`config.mk`:
```
export PLATFORM = sky130hd
export DESIGN_NAME = exec_stage_sequencer
export DESIGN_NICKNAME = d
export VERILOG_FILES = /design/src/rtl/vec_cpu_pkg.sv /design/src/rtl/hazard_detect.sv /design/src/rtl/exec_stage_sequencer.sv
export SDC_FILE = /design/constraint.sdc
export NUM_CORES = 1
export LEC_CHECK = 0
export ABC_AREA = 1
export CORE_UTILIZATION = 30
export CTS_CLUSTER_DIAMETER = 40
export DETAILED_ROUTE_END_ITERATION = 10
export REMOVE_ABC_BUFFERS = 1
export SLEW_MARGIN = 40
export SYNTH_ARGS = -nofsm -noshare
export SYNTH_HDL_FRONTEND = slang
export SYNTH_SLANG_ARGS = --single-unit
export TNS_END_PERCENT = 5
```
`constraint.sdc`:
```
create_clock -name clk -period 1.5 [get_ports clk]
set_clock_uncertainty 0.2 [all_clocks]
set_input_delay 0.225 -clock clk [delete_from_list [all_inputs] [get_ports clk]]
set_output_delay 0.225 -clock clk [all_outputs]
set_load 0.005 [all_outputs]
```
`src/rtl/vec_cpu_pkg.sv`:
```
// vec_cpu_pkg: shared types and constants for the Vec_CPU pipeline control blocks.
package vec_cpu_pkg;
    localparam int REG_IDX_W = 3;
    localparam logic [4:0] NOP_OPCODE = 5'b11110;
    localparam int DEF_VEC_BEATS = 4;
    typedef enum logic {S_RUN, S_VEC} seq_state_t;
endpackage

```
`src/rtl/hazard_detect.sv`:
```
// hazard_detect: flags a RAW hazard when a Decode source matches a pending Execute/Memory writeback.
module hazard_detect
    import vec_cpu_pkg::*;
(
    input  logic                 d_valid,
    input  logic                 d_src1_en,
    input  logic [REG_IDX_W-1:0] d_src1,
    input  logic                 d_src2_en,
    input  logic [REG_IDX_W-1:0] d_src2,
    input  logic                 ex_wb_en,
    input  logic [REG_IDX_W-1:0] ex_wb_register,
    input  logic                 mem_wb_en,
    input  logic [REG_IDX_W-1:0] mem_wb_register,
    output logic                 hazard
);
    logic src1_hit, src2_hit;
    assign src1_hit = (ex_wb_en && d_src1 == ex_wb_register) || (mem_wb_en && d_src1 == mem_wb_register);
    assign src2_hit = (ex_wb_en && d_src2 == ex_wb_register) || (mem_wb_en && d_src2 == mem_wb_register);
    assign hazard = d_valid && ((d_src1_en && src1_hit) || (d_src2_en && src2_hit));
endmodule

```
`src/rtl/exec_stage_sequencer.sv`:
```
// exec_stage_sequencer: Execute-register enable/bubble control with RAW stalls,
// memory back-pressure and multi-beat vector holds on the shared lane ALU.
module exec_stage_sequencer
    import vec_cpu_pkg::*;
#(
    parameter int VEC_BEATS = DEF_VEC_BEATS,
    parameter int BEAT_W    = $clog2(VEC_BEATS),
    parameter int CNT_W     = 16
)(
    input  logic                 clk,
    input  logic                 reset,
    input  logic                 d_valid,
    input  logic                 d_is_vec,
    input  logic                 d_src1_en,
    input  logic [REG_IDX_W-1:0] d_src1,
    input  logic                 d_src2_en,
    input  logic [REG_IDX_W-1:0] d_src2,
    input  logic                 ex_wb_en,
    input  logic [REG_IDX_W-1:0] ex_wb_register,
    input  logic                 mem_wb_en,
    input  logic [REG_IDX_W-1:0] mem_wb_register,
    input  logic                 mem_busy,
    output logic                 fetch_en,
    output logic                 decode_en,
    output logic                 ex_en,
    output logic                 ex_bubble,
    output logic [BEAT_W-1:0]    lane_sel,
    output logic                 vec_last,
    output logic [CNT_W-1:0]     bubble_count
);
    seq_state_t state, state_nx;
    logic [BEAT_W-1:0] beat, beat_nx;
    logic [CNT_W-1:0] cnt_nx;
    logic hazard, last_beat, holding;

    hazard_detect u_hazard (
        .d_valid(d_valid), .d_src1_en(d_src1_en), .d_src1(d_src1),
        .d_src2_en(d_src2_en), .d_src2(d_src2),
        .ex_wb_en(ex_wb_en), .ex_wb_register(ex_wb_register),
        .mem_wb_en(mem_wb_en), .mem_wb_register(mem_wb_register),
        .hazard(hazard)
    );

    assign last_beat = beat == BEAT_W'(VEC_BEATS - 1);
    assign holding   = state == S_VEC && !last_beat;

    always_ff @(posedge clk or negedge reset)
        if (!reset) begin
            state        <= S_RUN;
            beat         <= '0;
            bubble_count <= '0;
        end else begin
            state        <= state_nx;
            beat         <= beat_nx;
            bubble_count <= cnt_nx;
        end

    // The last vector beat doubles as the next issue slot, so back-to-back ops need no gap.
    always_comb begin
        state_nx  = state;
        beat_nx   = beat;
        cnt_nx    = bubble_count;
        fetch_en  = 1'b0;
        decode_en = 1'b0;
        ex_en     = 1'b0;
        ex_bubble = 1'b0;
        lane_sel  = state == S_VEC ? beat : '0;
        vec_last  = state == S_VEC && last_beat;
        if (!reset) begin
            ex_en     = 1'b1;
            ex_bubble = 1'b1;
            lane_sel  = '0;
            vec_last  = 1'b0;
        end else if (mem_busy) begin
        end else if (holding) begin
            beat_nx = beat + 1'b1;
        end else if (hazard) begin
            ex_en     = 1'b1;
            ex_bubble = 1'b1;
            cnt_nx    = &bubble_count ? bubble_count : bubble_count + 1'b1;
            state_nx  = S_RUN;
            beat_nx   = '0;
        end else begin
            fetch_en  = 1'b1;
            decode_en = 1'b1;
            ex_en     = 1'b1;
            ex_bubble = !d_valid;
            state_nx  = d_valid && d_is_vec ? S_VEC : S_RUN;
            beat_nx   = '0;
        end
    end
endmodule

```
==> run metrics <==
Core Util, Final=49.9%; Gate Count Post-Synth=243; Via Count=1721; failing checks=setup timing; Fin. Hold Viols=0; crit path kind=reg -> out; CP endpoint kind=primary output; r2r startpoint=beat[1]; Worst-path clk slew=80 ps; Final WS setup=-346 ps; flop and latch count out of synthesis=19; CTS tree=built; crit-path most repeated cell=inv_2; GP Congestion=0.837; setup_tns=-4530 ps; vias in the first global route=1611; Reg2Reg Setup Slack=-220 ps; Reg2Reg Depth=11; syn_area_per_cell=6.25 um2; CTS Root Cell=clkbuf_8; vias per cell=4.38; worst rel slew slack=76.9%; DRT iter0 DRCs=104; Die Area=5350 um2; Finished Layout Cells=393; sequential area share after synthesis=31.3%; CP top delay family=flip-flops; Initial Util=31.7%; Total GRT Usage=18.0%; Routed Antenna Nets=0; Synth cell types=24; Fill cells=518; pre-CTS setup slack=-927 ps; DR pass1 iterations=4; ANT cells=0; min-delay worst type=in -> async; first-pass GRT wire length=7420 um; worst-path cell chain=ha_2 > inv_2 > nand2_2 > inv_2 > or2_4 > o21bai_1 > buf_2; CP required=1070 ps; Port Buffer Count=43; Setup violations, final=23; RSZ-0062 raised after global routing=true; cell area after synthesis=1520 um2; Pwr per Cell Area=582 nW/um2; Remaining Overflow, GRT=0; CP Data Arrival Time=1420 ps; fmax=542 MHz; layout net count=350; largest net degree at the start of global routing=18; core area=4790 um2; antenna violations before repair=0; max-slew violation count=0; Vert. Die Dim=73.2 um; DRC violations left=0; Least-Margin Pin Slew=346 ps; Cell Rows=25; Buf/Inv on CP=3; min Tclk post-route=1850 ps; total wire length=4390 um; dpl hpwl=3310 um; H-tree lvl count=1; Crit Path Max Fanout=4; crit path max-delay cell type=dfrtp_1; final worst-path cycle share=123%; Worst setup SP type=flop; CTS Buf Count=3; drt wl/cell=11.2 um; area delta synth->final=57.3%; # IOs=44; Sink Count=19; R2R Path End=bubble_count[0]; Worst path max stage delay=370 ps; Worst-Skew Late Latency=260 ps; Warnings, synthesis=0; dpl cells=385; outcome=finished, violations left; static leakage=1.27 nW; MaxCap Viol Count=0; die width=73.2 um; share of cells above drive strength 1=24.5%; Peak VDD IR=0.496 mV; clk buf depth=2
==> timing repair <==
item | CTS | global route
pin swaps | 14 | 1
endpoints found under the hold margin | 7 | 0
resized for setup | 82 | 13
endpoints found under the setup margin | 40 | 32
hold buffers | 1 | 0
setup buffers | 3 | 0
==> cells in the final DEF (no fill, tap or decap), drive strengths merged <==
master,count
nand2,105
buf,48
nor2,33
inv,31
nand4,19
dfrtp,19
clkdlybuf4s15,18
dlygate4sd2,13
nand3,10
xnor2,6
clkdlybuf4s50,5
o21ai,5
xor2,4
clkbuf,3
ha,2
or2,1
o21bai,1
a21oi,1
clkinv,1
dlygate4sd3,1
==> cell families after synthesis <==
kind of cell             count (synthesis)  synth area share (%)
AND/OR/NAND/NOR                        168                  48.8
buffers and inverters                   37                  10.0
flip-flops                              19                  31.3
XOR/XNOR                                10                  5.77
AO/OA/AOI/OAI                            7                  2.47
adder cells (fa/ha/maj)                  2                  1.65
==> synthesized netlist by cell type (all sizes together) <==
cell type,n,area [um2]
a21oi,1,5.00
buf,4,28.8
clkbuf,2,7.51
dfrtp,19,475
ha,2,25.0
inv,31,116
nand2,105,404
nand3,10,67.6
nand4,19,119
nor2,33,144
o21ai,5,25.0
o21bai,1,7.51
or2,1,6.26
xnor2,6,52.6
xor2,4,35.0
==> sequential cells by signal (all words and copies together) (netlist names) <==
name / cells
bubble_count: 16
beat: 2
state: 1
==> routing by layer <==
metal	wire, um	global-route usage, %	vias to the layer above
li1	-	-	918
met1	2060	24.4	761
met2	2130	30.5	42
met3	209	3.04	0
met4	0	2.61	0
met5	0	0	-
==> worst reg2reg max path, cell delays in order (launching register included) <==
cell and delay (ps):
dfrtp_1 370, ha_2 180, inv_2 40, nand2_2 50, inv_2 50, nor2_4 90
buf_4 120, nand2_1 50, inv_2 80, nand3_4 190, nand2_1 130, nand2_1 60
==> final cells by class <==
cell class                 count  area (um2)  share of cell area, %
clock buffer                   3        41.3                   1.73
clock inverter                 1        5.00                  0.209
inverter                      31         116                   4.87
multi-input combinational    187         927                   38.8
sequential                    19         477                   19.9
tap                           67        83.8                   3.51
timing repair buffer          85         739                   30.9
==> through the flow <==
step / power, mW / cell area [um2] / hold slack, ps
after floorplan: 0.744 / 1480 / -271
final: 1.39 / 2390 / 116
after CTS: 1.39 / 2360 / 126
after global routing: 1.50 / 2390 / 152
after global placement: 1.00 / 2280 / 335
after detailed placement: 1.01 / 2280 / 339
==> how the worst max path moves through the flow <==
stage	startpoint	endpoint	depth (start not counted)
global placement	ex_wb_register[0]	ex_bubble	12
floorplan	bubble_count[0]	bubble_count[0]	9
detailed placement	ex_wb_register[2]	ex_bubble	12
finish	beat[1]	ex_bubble	7
CTS	beat[1]	ex_bubble	7
global route	beat[0]	ex_bubble	7
==> where the power goes <==
group	switching [mW]	total (mW)	internal, mW	leakage [nW]
Sequential	0.0249	0.571	0.546	0.260
Combinational	0.222	0.452	0.230	0.988
Clock	0.182	0.367	0.185	0.0255
Note: power is estimated with default switching activity, not from simulation.
